==> config.mk <==
export PLATFORM = sky130hd
export DESIGN_NAME = mem_wb_skid_pipe_flat
export DESIGN_NICKNAME = d
export VERILOG_FILES = /design/src/rtl/mem_wb_skid_pipe_if.sv /design/src/rtl/mem_wb_skid_pipe.sv /design/src/flat_wrapper.sv
export SDC_FILE = /design/constraint.sdc
export NUM_CORES = 1
export LEC_CHECK = 0
export ABC_CLOCK_PERIOD_IN_PS = 2000
export CAP_MARGIN = 20
export CORE_MARGIN = 8
export CORE_UTILIZATION = 40
export DETAILED_ROUTE_END_ITERATION = 10
export PLACE_DENSITY = 0.7
export SYNTH_ARGS = -nofsm -noshare
export SYNTH_HDL_FRONTEND = slang
export SYNTH_SLANG_ARGS = --single-unit
==> constraint.sdc <==
create_clock -name clk -period 2 [get_ports clk]
set_clock_uncertainty 0.05 [all_clocks]
set_input_delay 0.6 -clock clk [delete_from_list [all_inputs] [get_ports clk]]
set_output_delay 0.6 -clock clk [all_outputs]
set_load 0.02 [all_outputs]
==> src/rtl/mem_wb_skid_pipe_if.sv <==
// ============================================================================
// Module      : mem_wb_skid_pipe_if
// Description : MEM->WB handshake bundle: upstream in_* side, downstream out_* side.
// Revision    : 1.0 - initial release
// ============================================================================
`default_nettype none

interface mem_wb_skid_pipe_if #(
    parameter int DATA_W  = 16,
    parameter int RADDR_W = 3
) ();
    logic               in_valid;
    logic               in_ready;
    logic               in_flush;
    logic [DATA_W-1:0]  in_mem_out;
    logic [DATA_W-1:0]  in_pc_plus2;
    logic [DATA_W-1:0]  in_x_out;
    logic [RADDR_W-1:0] in_wr_reg;
    logic               in_mem_to_reg;
    logic               in_reg_write;
    logic               in_link;
    logic               in_halt;

    logic               out_valid;
    logic               out_ready;
    logic [DATA_W-1:0]  out_mem_out;
    logic [DATA_W-1:0]  out_pc_plus2;
    logic [DATA_W-1:0]  out_x_out;
    logic [RADDR_W-1:0] out_wr_reg;
    logic               out_mem_to_reg;
    logic               out_reg_write;
    logic               out_link;
    logic               out_halt;
    logic               halt_done;

    // Pipeline register view.
    modport slave (
        input  in_valid, in_flush, in_mem_out, in_pc_plus2, in_x_out, in_wr_reg,
               in_mem_to_reg, in_reg_write, in_link, in_halt, out_ready,
        output in_ready, out_valid, out_mem_out, out_pc_plus2, out_x_out, out_wr_reg,
               out_mem_to_reg, out_reg_write, out_link, out_halt, halt_done
    );

    // Surrounding pipeline (MEM producer + WB consumer) view.
    modport master (
        output in_valid, in_flush, in_mem_out, in_pc_plus2, in_x_out, in_wr_reg,
               in_mem_to_reg, in_reg_write, in_link, in_halt, out_ready,
        input  in_ready, out_valid, out_mem_out, out_pc_plus2, out_x_out, out_wr_reg,
               out_mem_to_reg, out_reg_write, out_link, out_halt, halt_done
    );
endinterface

`default_nettype wire

==> src/rtl/mem_wb_skid_pipe.sv <==
// ============================================================================
// Module      : mem_wb_skid_pipe
// Description : MEM/WB pipeline register with 2-entry skid buffer, flush and
//               sticky halt tracking. Optional WB_FWD_EN adds a bypass port.
// Revision    : 1.0 - initial release
// ============================================================================
`default_nettype none

module mem_wb_skid_pipe #(
    parameter int DATA_W  = 16,
    parameter int RADDR_W = 3
) (
    input  wire logic            clk,
    input  wire logic            rst,
    mem_wb_skid_pipe_if.slave    bus
`ifdef WB_FWD_EN
    ,
    output logic                 fwd_valid,
    output logic [RADDR_W-1:0]   fwd_reg,
    output logic [DATA_W-1:0]    fwd_data
`endif
);

    typedef struct packed {
        logic [DATA_W-1:0]  mem_out;
        logic [DATA_W-1:0]  pc_plus2;
        logic [DATA_W-1:0]  x_out;
        logic [RADDR_W-1:0] wr_reg;
        logic               mem_to_reg;
        logic               reg_write;
        logic               link;
        logic               halt;
    } entry_t;

    entry_t main_q, main_d;
    entry_t skid_q, skid_d;
    logic   main_v_q, main_v_d;
    logic   skid_v_q, skid_v_d;
    logic   halt_done_q, halt_done_d;

    entry_t in_ent;
    logic   in_ready;
    logic   accept;
    logic   retire;

    always_comb begin
        in_ent            = '0;
        in_ent.mem_out    = bus.in_mem_out;
        in_ent.pc_plus2   = bus.in_pc_plus2;
        in_ent.x_out      = bus.in_x_out;
        in_ent.wr_reg     = bus.in_wr_reg;
        in_ent.mem_to_reg = bus.in_mem_to_reg;
        in_ent.reg_write  = bus.in_reg_write;
        in_ent.link       = bus.in_link;
        in_ent.halt       = bus.in_halt;
    end

    // Ready depends only on registered state, so WB stalls never ripple into MEM combinationally.
    assign in_ready = ~skid_v_q & ~halt_done_q;
    assign accept   = bus.in_valid & in_ready;
    assign retire   = main_v_q & bus.out_ready;

    always_comb begin
        main_d      = main_q;
        skid_d      = skid_q;
        main_v_d    = main_v_q;
        skid_v_d    = skid_v_q;
        halt_done_d = halt_done_q | (retire & main_q.halt);

        if (bus.in_flush) begin
            main_v_d = 1'b0;
            skid_v_d = 1'b0;
        end else if (retire) begin
            if (skid_v_q) begin
                // accept is impossible here: in_ready is low whenever the skid is occupied.
                main_d   = skid_q;
                skid_v_d = 1'b0;
            end else if (accept) begin
                main_d   = in_ent;
                main_v_d = 1'b1;
            end else begin
                main_v_d = 1'b0;
            end
        end else if (accept) begin
            if (main_v_q) begin
                skid_d   = in_ent;
                skid_v_d = 1'b1;
            end else begin
                main_d   = in_ent;
                main_v_d = 1'b1;
            end
        end
    end

    always_ff @(posedge clk) begin
        if (rst) begin
            main_q      <= '0;
            skid_q      <= '0;
            main_v_q    <= 1'b0;
            skid_v_q    <= 1'b0;
            halt_done_q <= 1'b0;
        end else begin
            main_q      <= main_d;
            skid_q      <= skid_d;
            main_v_q    <= main_v_d;
            skid_v_q    <= skid_v_d;
            halt_done_q <= halt_done_d;
        end
    end

    assign bus.in_ready       = in_ready;
    assign bus.out_valid      = main_v_q;
    assign bus.out_mem_out    = main_q.mem_out;
    assign bus.out_pc_plus2   = main_q.pc_plus2;
    assign bus.out_x_out      = main_q.x_out;
    assign bus.out_wr_reg     = main_q.wr_reg;
    assign bus.out_mem_to_reg = main_q.mem_to_reg;
    assign bus.out_reg_write  = main_q.reg_write;
    assign bus.out_link       = main_q.link;
    assign bus.out_halt       = main_q.halt;
    assign bus.halt_done      = halt_done_q;

`ifdef WB_FWD_EN
    // Same selection the WB stage applies, taken straight off the head register.
    assign fwd_valid = main_v_q & main_q.reg_write;
    assign fwd_reg   = main_q.wr_reg;
    assign fwd_data  = main_q.link       ? main_q.pc_plus2 :
                       main_q.mem_to_reg ? main_q.mem_out  : main_q.x_out;
`endif

endmodule

`default_nettype wire

==> src/flat_wrapper.sv <==
// flat-port wrapper written by rule: the top's interface ports become plain ports
module mem_wb_skid_pipe_flat 
#(
    parameter int DATA_W  = 16,
    parameter int RADDR_W = 3
)
  (clk, rst, bus_in_valid, bus_in_flush, bus_in_mem_out, bus_in_pc_plus2, bus_in_x_out, bus_in_wr_reg, bus_in_mem_to_reg, bus_in_reg_write, bus_in_link, bus_in_halt, bus_out_ready, bus_in_ready, bus_out_valid, bus_out_mem_out, bus_out_pc_plus2, bus_out_x_out, bus_out_wr_reg, bus_out_mem_to_reg, bus_out_reg_write, bus_out_link, bus_out_halt, bus_halt_done);
  mem_wb_skid_pipe_if #(.DATA_W(DATA_W), .RADDR_W(RADDR_W)) bus_i ();
  input  wire logic clk;
  input  wire logic rst;
  input wire logic [$bits(bus_i.in_valid)-1:0] bus_in_valid;
  input wire logic [$bits(bus_i.in_flush)-1:0] bus_in_flush;
  input wire logic [$bits(bus_i.in_mem_out)-1:0] bus_in_mem_out;
  input wire logic [$bits(bus_i.in_pc_plus2)-1:0] bus_in_pc_plus2;
  input wire logic [$bits(bus_i.in_x_out)-1:0] bus_in_x_out;
  input wire logic [$bits(bus_i.in_wr_reg)-1:0] bus_in_wr_reg;
  input wire logic [$bits(bus_i.in_mem_to_reg)-1:0] bus_in_mem_to_reg;
  input wire logic [$bits(bus_i.in_reg_write)-1:0] bus_in_reg_write;
  input wire logic [$bits(bus_i.in_link)-1:0] bus_in_link;
  input wire logic [$bits(bus_i.in_halt)-1:0] bus_in_halt;
  input wire logic [$bits(bus_i.out_ready)-1:0] bus_out_ready;
  output wire logic [$bits(bus_i.in_ready)-1:0] bus_in_ready;
  output wire logic [$bits(bus_i.out_valid)-1:0] bus_out_valid;
  output wire logic [$bits(bus_i.out_mem_out)-1:0] bus_out_mem_out;
  output wire logic [$bits(bus_i.out_pc_plus2)-1:0] bus_out_pc_plus2;
  output wire logic [$bits(bus_i.out_x_out)-1:0] bus_out_x_out;
  output wire logic [$bits(bus_i.out_wr_reg)-1:0] bus_out_wr_reg;
  output wire logic [$bits(bus_i.out_mem_to_reg)-1:0] bus_out_mem_to_reg;
  output wire logic [$bits(bus_i.out_reg_write)-1:0] bus_out_reg_write;
  output wire logic [$bits(bus_i.out_link)-1:0] bus_out_link;
  output wire logic [$bits(bus_i.out_halt)-1:0] bus_out_halt;
  output wire logic [$bits(bus_i.halt_done)-1:0] bus_halt_done;
  assign bus_i.in_valid = bus_in_valid;
  assign bus_i.in_flush = bus_in_flush;
  assign bus_i.in_mem_out = bus_in_mem_out;
  assign bus_i.in_pc_plus2 = bus_in_pc_plus2;
  assign bus_i.in_x_out = bus_in_x_out;
  assign bus_i.in_wr_reg = bus_in_wr_reg;
  assign bus_i.in_mem_to_reg = bus_in_mem_to_reg;
  assign bus_i.in_reg_write = bus_in_reg_write;
  assign bus_i.in_link = bus_in_link;
  assign bus_i.in_halt = bus_in_halt;
  assign bus_i.out_ready = bus_out_ready;
  assign bus_in_ready = bus_i.in_ready;
  assign bus_out_valid = bus_i.out_valid;
  assign bus_out_mem_out = bus_i.out_mem_out;
  assign bus_out_pc_plus2 = bus_i.out_pc_plus2;
  assign bus_out_x_out = bus_i.out_x_out;
  assign bus_out_wr_reg = bus_i.out_wr_reg;
  assign bus_out_mem_to_reg = bus_i.out_mem_to_reg;
  assign bus_out_reg_write = bus_i.out_reg_write;
  assign bus_out_link = bus_i.out_link;
  assign bus_out_halt = bus_i.out_halt;
  assign bus_halt_done = bus_i.halt_done;
  mem_wb_skid_pipe #(.DATA_W(DATA_W), .RADDR_W(RADDR_W)) u_core (.clk(clk), .rst(rst), .bus(bus_i));
endmodule
# Word-level counts from Yosys, hierarchy flattened
# Index checks and enable logic that the tools add are counted.
[totals]
register_bits = 113
[op_classes]
eq_ne = 2
mux = 9
bitwise_logic = 9
reduce_logical = 8
[op_table]
columns = ["op", "n"]
rows = [
  ["55-bit two-way mux", 5],
  ["4-bit AND reduction", 2],
  ["1-bit bitwise AND", 4],
  ["1-bit two-way mux", 4],
  ["2-bit inequality test, second input constant", 2],
  ["1-bit NOT", 4],
  ["2-bit AND reduction", 2],
  ["2-bit nonzero test", 2],
  ["3-bit OR reduction", 1],
  ["2-bit OR reduction", 1],
  ["1-bit bitwise OR", 1],
]

# Logic depth before layout (Yosys ltp)
# Gate-level depths: netlist of run 1.
[depth]
word_depth = 6
ltp_mapped = 7

# Worst setup path after synthesis of run 1
# No wires, ideal clock.
[synth_path]
path_type = "input to register"
start = "in bus_out_ready"
end = "reg u_core.main_q (netlist bit u_core.bus.out_halt)"
arrival_time_ns = 1.576
t_required_ns = 1.804
setup_slack_ns = 0.228
path_stages = 7
path_cell_list = "and2_1 -> buf_6 -> o221a_2 -> buf_6 -> buf_6 -> nor2_1 -> a211oi_2"
[synth_between]
elab_chain_len = 3
elab_cells_between_ends = 5
classes_between = "1 x eq/ne; 1 x mux; 1 x bitwise; 2 x reduce/logical"
[synth_rtl]
columns = ["item", "line", "text"]
rows = [
  ["from (decl)", "flat_wrapper.sv:21", "input wire logic [$bits(bus_i.out_ready)-1:0] bus_out_ready;"],
  ["1-bit bitwise AND *", "mem_wb_skid_pipe.sv:61", "assign retire = main_v_q & bus.out_ready;"],
  ["2-bit inequality test (no line) or 2-bit nonzero test (tied branches)", "--", ""],
  ["4-bit AND reduction (no line)", "--", ""],
  ["to (signal assigned)", "mem_wb_skid_pipe.sv:103", "main_q <= main_d;"],
  ["to (decl)", "mem_wb_skid_pipe.sv:35", "entry_t main_q, main_d;"],
]
# Every way passes the cells marked *; elsewhere a longest branch is shown, timed or not.
# A chain may end at the register's enable or synchronous reset.

# Final worst setup path of run 1
[layout_path]
start = "reg u_core.halt_done_q (netlist: u_core.bus.halt_done)"
end = "out bus_in_ready"
[layout_between]
elab_chain_len = 2
[layout_rtl]
columns = ["item", "line", "text"]
rows = [
  ["from (decl)", "mem_wb_skid_pipe.sv:39", "logic halt_done_q, halt_done_d;"],
  ["from (signal assigned)", "mem_wb_skid_pipe.sv:107", "halt_done_q <= halt_done_d;"],
  ["1-bit NOT", "mem_wb_skid_pipe.sv:59", "assign in_ready = ~skid_v_q & ~halt_done_q;"],
  ["1-bit bitwise AND", "mem_wb_skid_pipe.sv:59", ""],
  ["to (decl)", "flat_wrapper.sv:22", "output wire logic [$bits(bus_i.in_ready)-1:0] bus_in_ready;"],
]
# Every way passes these cells.

==> results of run 1 <==
[cells by family (layout without fill, tap and decap cells)]
kind of cell	Yosys count	after routing	share of synthesized area, %
and+or+nand+nor	176	176	14.3
AOI/OAI and AO/OA	115	115	20.8
DFF	113	113	47.3
muxes	55	55	11.5
buffers and inverters	45	173	6.07
other	0	1	0
[cells in the final DEF (no fill, tap or decap)]
master / n
clkbuf_16: 18
a21boi_0: 1
clkbuf_8: 3
nand2_1: 110
dlygate4sd2_1: 56
buf_12: 11
and2_2: 1
and2_4: 1
dlymetal6s2s_1: 2
dfxtp_1: 113
mux2i_1: 55
o221a_4: 1
nor2b_2: 1
diode_2: 1
nor2_1: 58
clkinv_2: 5
inv_1: 2
nor3_1: 1
clkdlybuf4s50_1: 58
clkbuf_1: 2
bufinv_16: 2
nand2_2: 1
nor4bb_4: 1
a21oi_1: 58
nor4_1: 1
a211oi_2: 55
nand2_4: 1
buf_4: 14
[cell usage after synthesis]
cell	count	area share (%)
a21oi_1	58	6.1
nor4_1	1	0.13
buf_2	7	0.73
nor4bb_1	1	0.21
dfxtp_1	113	47
nor3_1	1	0.10
nor2_1	58	4.5
a21boi_0	1	0.16
clkbuf_4	1	0.16
a211oi_2	55	14
nor2b_1	1	0.13
inv_1	2	0.16
nand2_4	1	0.24
nand2_1	111	8.7
o221a_2	1	0.24
buf_6	12	2.8
clkbuf_1	17	1.3
buf_1	1	0.078
mux2i_1	55	12
and2_1	2	0.26
buf_4	5	0.78
[power breakdown]
group          total (mW)  switching [mW]  leakage (nW)  internal, mW
clock network        2.85           0.956         0.281          1.89
logic               0.726           0.393          1.78         0.333
registers            2.40          0.0499         0.921          2.35
[worst min-delay path by stage]
| stage | end | cells after the start | startpoint |
|---|---|---|---|
| 2_1_floorplan | u_core.skid_q[0]$_SDFFE_PP0P_ | 2 | u_core.skid_q[0]$_SDFFE_PP0P_ |
| 3_3_place_gp | u_core.skid_q[12]$_SDFFE_PP0P_ | 2 | u_core.skid_q[12]$_SDFFE_PP0P_ |
| 3_5_place_dp | u_core.skid_q[37]$_SDFFE_PP0P_ | 2 | u_core.skid_q[37]$_SDFFE_PP0P_ |
| 4_1_cts | u_core.skid_q[41]$_SDFFE_PP0P_ | 2 | u_core.skid_q[41]$_SDFFE_PP0P_ |
| 5_1_grt | u_core.skid_q[39]$_SDFFE_PP0P_ | 2 | u_core.skid_q[39]$_SDFFE_PP0P_ |
| 6_report | u_core.skid_q[41]$_SDFFE_PP0P_ | 2 | u_core.skid_q[41]$_SDFFE_PP0P_ |
[worst max-delay path, stage by stage (launching register included)]
cell           delay [ps]
dfxtp_1               340
nor2_1                180
dlygate4sd2_1         360
[metrics by stage]
stage	area, sq um	instances
after floorplan	4790	504
after detailed placement	6190	749
after global routing	6730	779
final	6730	780
after CTS	6680	778
after global placement	6190	749
[layer usage]
layer,share of wire [%],vias up,GRT usage [%]
li1,-,1959,-
met1,44,1853,17.8
met2,48,92,26.6
met3,5.6,16,5.27
met4,1.6,0,6.52
met5,0,-,0
[final cells by class]
cell class,instances,area [sq um],area share (%)
Multi-Input combinational cell,346,2270,33.7
Sequential cell,113,2260,33.6
Timing Repair Buffer,142,1450,21.5
Clock buffer,22,474,7.05
Tap cell,147,184,2.73
Clock inverter,7,85.1,1.26
Inverter,2,7.51,0.112
Antenna cell,1,2.50,0.0372
[timing repair]
action,CTS,global route
gates cloned,0,1
endpoints found under the setup margin,88,24
gates resized for setup,57,6
==> flow_metrics.env, run 1 <==
export IMPL_path_clk_slew_ps=50
export IMPL_die_width_microns=125
export IMPL_clk_latency_ps=400
export IMPL_drt_first_pass_iters=4
export IMPL_r2r_end="u_core.bus.out_pc_plus2[2]$_SDFFE_PP0P_"
export IMPL_port_buffers=117
export IMPL_top_register="u_core.skid_q"
export IMPL_wire_per_inst_microns=15.7
export IMPL_grt_max_degree=38
export IMPL_cts_root_buf="clkbuf_16"
export IMPL_tightest_slew_ps=430
export IMPL_period_share_pct=96.8
export IMPL_first_iter_violations=223
export IMPL_r2r_cells=5
export IMPL_drive_gt1_share_pct=18.2
export IMPL_fin_nets=682
export IMPL_rows=40
export IMPL_vias_per_cell=5.03
export IMPL_startpoint="u_core.bus.halt_done$_SDFF_PP0_"
export IMPL_finalCriticalPeriod_ps=1940
export IMPL_antenna_left=0
export IMPL_status="completed"
export IMPL_clock_sinks=113
export IMPL_ys_types=21
export IMPL_regToRegStartpoint="u_core.bus.out_valid$_SDFFE_PP0P_"
export IMPL_antenna_found_initial=0
export IMPL_fin_setup_tns_ps=0
export IMPL_min_path_type="flip-flop to flip-flop"
export IMPL_fin_hold_ws_ps=402
export IMPL_endpoint="bus_in_ready"
export IMPL_nFillCells=1033
export IMPL_end_kind="output port"
export IMPL_finalHoldViolations=0
export IMPL_fmax_mhz=516
export IMPL_grt_pass1_wl_mm=20.2
export IMPL_syn_num_nets=564
export IMPL_place_congestion=0.783
export IMPL_syn_to_final_growth_pct=40.6
export IMPL_avgSynthCellArea_sq_um=9.50
export IMPL_htreeDepth=4
export IMPL_syn_cell_area_sq_um=4790
export IMPL_clockBufferDepth=2
export IMPL_hpwl_mm=8.44
export IMPL_syn_inst=504
export IMPL_cts_tree="done"
export IMPL_yosysWarnings=0
export IMPL_setup_violations=0
export IMPL_start_util_pct=40.3
export IMPL_synth_seq_area_share_pct=47.3
export IMPL_drcViolationCount=0
export IMPL_first_global_vias=4084
export IMPL_maxCapViolCount=0
export IMPL_crit_path_max_fanout=4
export IMPL_fin_ws_ps=63.5
export IMPL_routed_wirelength_mm=12.3
export IMPL_critPathRequiredTime_ps=1350
export IMPL_numCtsBuffers=17
export IMPL_crit_path_start_kind="flip-flop"
export IMPL_post_cts_buffers=0
export IMPL_rsz0062_at_grt="no"
export IMPL_slew_violations=0
export IMPL_grt_overflow_total=0
export IMPL_grt_total_usage_pct=15.7
export IMPL_critPathKind="flip-flop to output port"
export IMPL_p_per_area_nw_per_um2=888
export IMPL_dieArea_sq_um=15700
export IMPL_hold_buffers=0
export IMPL_cp_data_arrival_time_ps=1290
export IMPL_power_leakage_nw=2.98
export IMPL_fp_dieH_microns=125
export IMPL_pre_cts_ws_ps=-482
export IMPL_utilization_pct=56.7
export IMPL_io_pins=118
export IMPL_peakVddDrop_mv=0.418
export IMPL_slew_headroom_pct=71.3
export IMPL_synth_seq_cells=113
export IMPL_coreArea_sq_um=11900
export IMPL_rrSetupSlack_ps=460
export IMPL_num_vias=3920
export IMPL_total_power_mw=5.97
export IMPL_largest_reg_flops=55
(Power assumes the default switching activity.)
==> run 2: changes to the inputs <==
==> constraint.sdc (replaced) <==
create_clock -name clk -period 2 [get_ports clk]
set_clock_uncertainty 0.05 [all_clocks]
set_input_delay 0.4 -clock clk [delete_from_list [all_inputs] [get_ports clk]]
set_output_delay 0.4 -clock clk [all_outputs]
set_load 0.02 [all_outputs]
==> run 2 against run 1 <==
Utilization about the same. Design area is essentially flat. Combinational power is 7.0% higher. Flip-flop and latch count unchanged. Critical endpoint is now bus_out_valid.
==> flow_metrics.env, run 2 (synthesis gave the netlist of run 1 again) <==
export IMPL_io_pins=118
export IMPL_htreeDepth=4
export IMPL_antenna_found_initial=0
export IMPL_slew_headroom_pct=65.8
export IMPL_cts_root_buf="clkbuf_16"
export IMPL_power_switching_mw=1.41
export IMPL_start_util_pct=40.3
export IMPL_cp_top_family="buffers and inverters"
export IMPL_grt_max_degree=75
export IMPL_status="completed"
export IMPL_critPathKind="flip-flop to output port"
export IMPL_maxCapViolCount=0
export IMPL_dr_wl_met2_mm=5.84
export IMPL_grt_overflow_total=0
export IMPL_routed_wirelength_mm=12.1
export IMPL_clockBufferDepth=2
export IMPL_path_clk_slew_ps=50
export IMPL_slew_violations=0
export IMPL_layout_commonest_cell="clkdlybuf4s50_1"
export IMPL_fin_setup_tns_ps=0
export IMPL_rows=40
export IMPL_clk_latency_ps=410
export IMPL_drcViolationCount=0
export IMPL_p_comb_share_pct=12.9
export IMPL_tightest_slew_ps=513
export IMPL_mostFrequentLayoutCells="clkdlybuf4s50_1 (115), dfxtp_1 (113), nand2_1 (110)"
export IMPL_critPathRequiredTime_ps=1550
export IMPL_rsz0062_at_grt="no"
export IMPL_min_path_type="flip-flop to flip-flop"
export IMPL_num_vias=3922
export IMPL_numCtsBuffers=17
export IMPL_wire_per_inst_microns=15.6
export IMPL_pre_cts_ws_ps=-168
export IMPL_total_power_mw=6.01
export IMPL_cpPeakStageDelay_ps=640
export IMPL_internal_power_mw=4.60
export IMPL_met1_length_mm=5.39
export IMPL_dieArea_sq_um=15700
export IMPL_fin_nets=677
export IMPL_place_congestion=0.766
export IMPL_clock_sinks=113
export IMPL_syn_to_final_growth_pct=40.6
export IMPL_fin_ws_ps=99.0
export IMPL_pwr_share_clk_pct=47.1
export IMPL_period_share_pct=95.0
export IMPL_fp_dieH_microns=125
export IMPL_power_share_switching_pct=23.5
export IMPL_crit_path_start_kind="flip-flop"
export IMPL_wl_met3_microns=710
export IMPL_largest_reg_flops=55
export IMPL_slowest_stage="clkdlybuf4s50_1"
export IMPL_finalCriticalPeriod_ps=1900
export IMPL_hpwl_mm=8.41
export IMPL_power_leakage_nw=2.70
export IMPL_drt_first_pass_iters=4
export IMPL_grt_total_usage_pct=15.6
export IMPL_first_global_vias=4035
export IMPL_crit_buf_inv=1
export IMPL_port_buffers=117
export IMPL_coreArea_sq_um=11900
export IMPL_seq_power_share_pct=40.0
export IMPL_grt_pass1_wl_mm=19.9
export IMPL_critical_path_cell_chain="clkdlybuf4s50_1"
export IMPL_drive_gt1_share_pct=17.0
export IMPL_peakVddDrop_mv=0.529
export IMPL_setup_violations=0
export IMPL_die_width_microns=125
export IMPL_top_register="u_core.skid_q"
export IMPL_placed_cell_area_sq_um=6170
export IMPL_cts_tree="done"
export IMPL_fmax_mhz=526
export IMPL_p_per_area_nw_per_um2=893
export IMPL_antenna_cells=0
export IMPL_finalHoldViolations=0
export IMPL_design_area_sq_um=6730
export IMPL_cp_data_arrival_time_ps=1450
export IMPL_vias_per_cell=5.05
export IMPL_end_kind="output port"
export IMPL_highest_signal_layer="met4"
export IMPL_antenna_left=0
export IMPL_crit_path_max_fanout=6
export IMPL_first_iter_violations=200
run 2: changes by cell type in the layout (fill, tap and decap cells not counted), moves of 2 or more:
cell,change
dlygate4sd2_1,-55
dlymetal6s2s_1,-2
clkdlybuf4s50_1,+57
clkbuf_1,+3
clkbuf_8,+2
buf_4,-5
run 2: worst register-to-register path, stage by stage (launching register included):
cell	delay, ps
dfxtp_1	400
nor4bb_1	320
buf_4	180
and2_2	200
buf_12	200
nand2_1	100
a21oi_1	150
run 2: timing repair:
| item | CTS | global route |
|---|---|---|
| hold buffers | 0 | 0 |
| resized for setup | 1 | 0 |
| setup endpoints to repair | 1 | 0 |
| endpoints found under the hold margin | 0 | 0 |
| setup buffers | 0 | 0 |
run 2: worst paths after layout:
| path | cells past startpoint | startpoint | end | slack [ps] |
|---|---|---|---|---|
| setup / recovery | 1 | u_core.bus.out_valid$_SDFFE_PP0P_ | bus_out_valid | 100 |
| hold reg to reg | 2 | u_core.skid_q[26]$_SDFFE_PP0P_ | u_core.skid_q[26]$_SDFFE_PP0P_ | 400 |
| setup reg to reg | 6 | u_core.bus.out_valid$_SDFFE_PP0P_ | u_core.skid_q[19]$_SDFFE_PP0P_ | 320 |
| hold / removal | 2 | u_core.skid_q[26]$_SDFFE_PP0P_ | u_core.skid_q[26]$_SDFFE_PP0P_ | 400 |
run 2: power by group through the flow:
stage          sequential (mW)  combinational, mW  clock (mW)
2_1_floorplan             2.54              0.321           0
3_3_place_gp              2.45              0.766           0
3_5_place_dp              2.45              0.783           0
4_1_cts                   2.40              0.787        2.88
5_1_grt                   2.41              0.833        2.99
6_report                  2.40              0.777        2.83
run 2: through the flow:
stage	utilization (%)	std cells	hold slack, ps
3_5_place_dp	52.0	745	396
3_3_place_gp	52.0	745	390
2_1_floorplan	-	504	386
6_report	56.7	777	401
5_1_grt	56.7	777	417
4_1_cts	56.7	777	403
run 2: layout make-up:
| class | instances | area (sq um) |
|---|---|---|
| well taps | 147 | 184 |
| clock inverters | 5 | 50.0 |
| repair buffers | 137 | 1470 |
| flip-flops and latches | 113 | 2260 |
| inverters | 2 | 7.51 |
| clock buffers | 27 | 513 |
| multi-input cells | 346 | 2250 |
| fillers | 1027 | 5130 |
run 2: per-layer routing:
layer / vias to the layer above / GRT usage (%)
li1: 1950 / -
met1: 1861 / 18.1
met2: 93 / 26.0
met3: 18 / 5.10
met4: 0 / 6.73
met5: - / 0
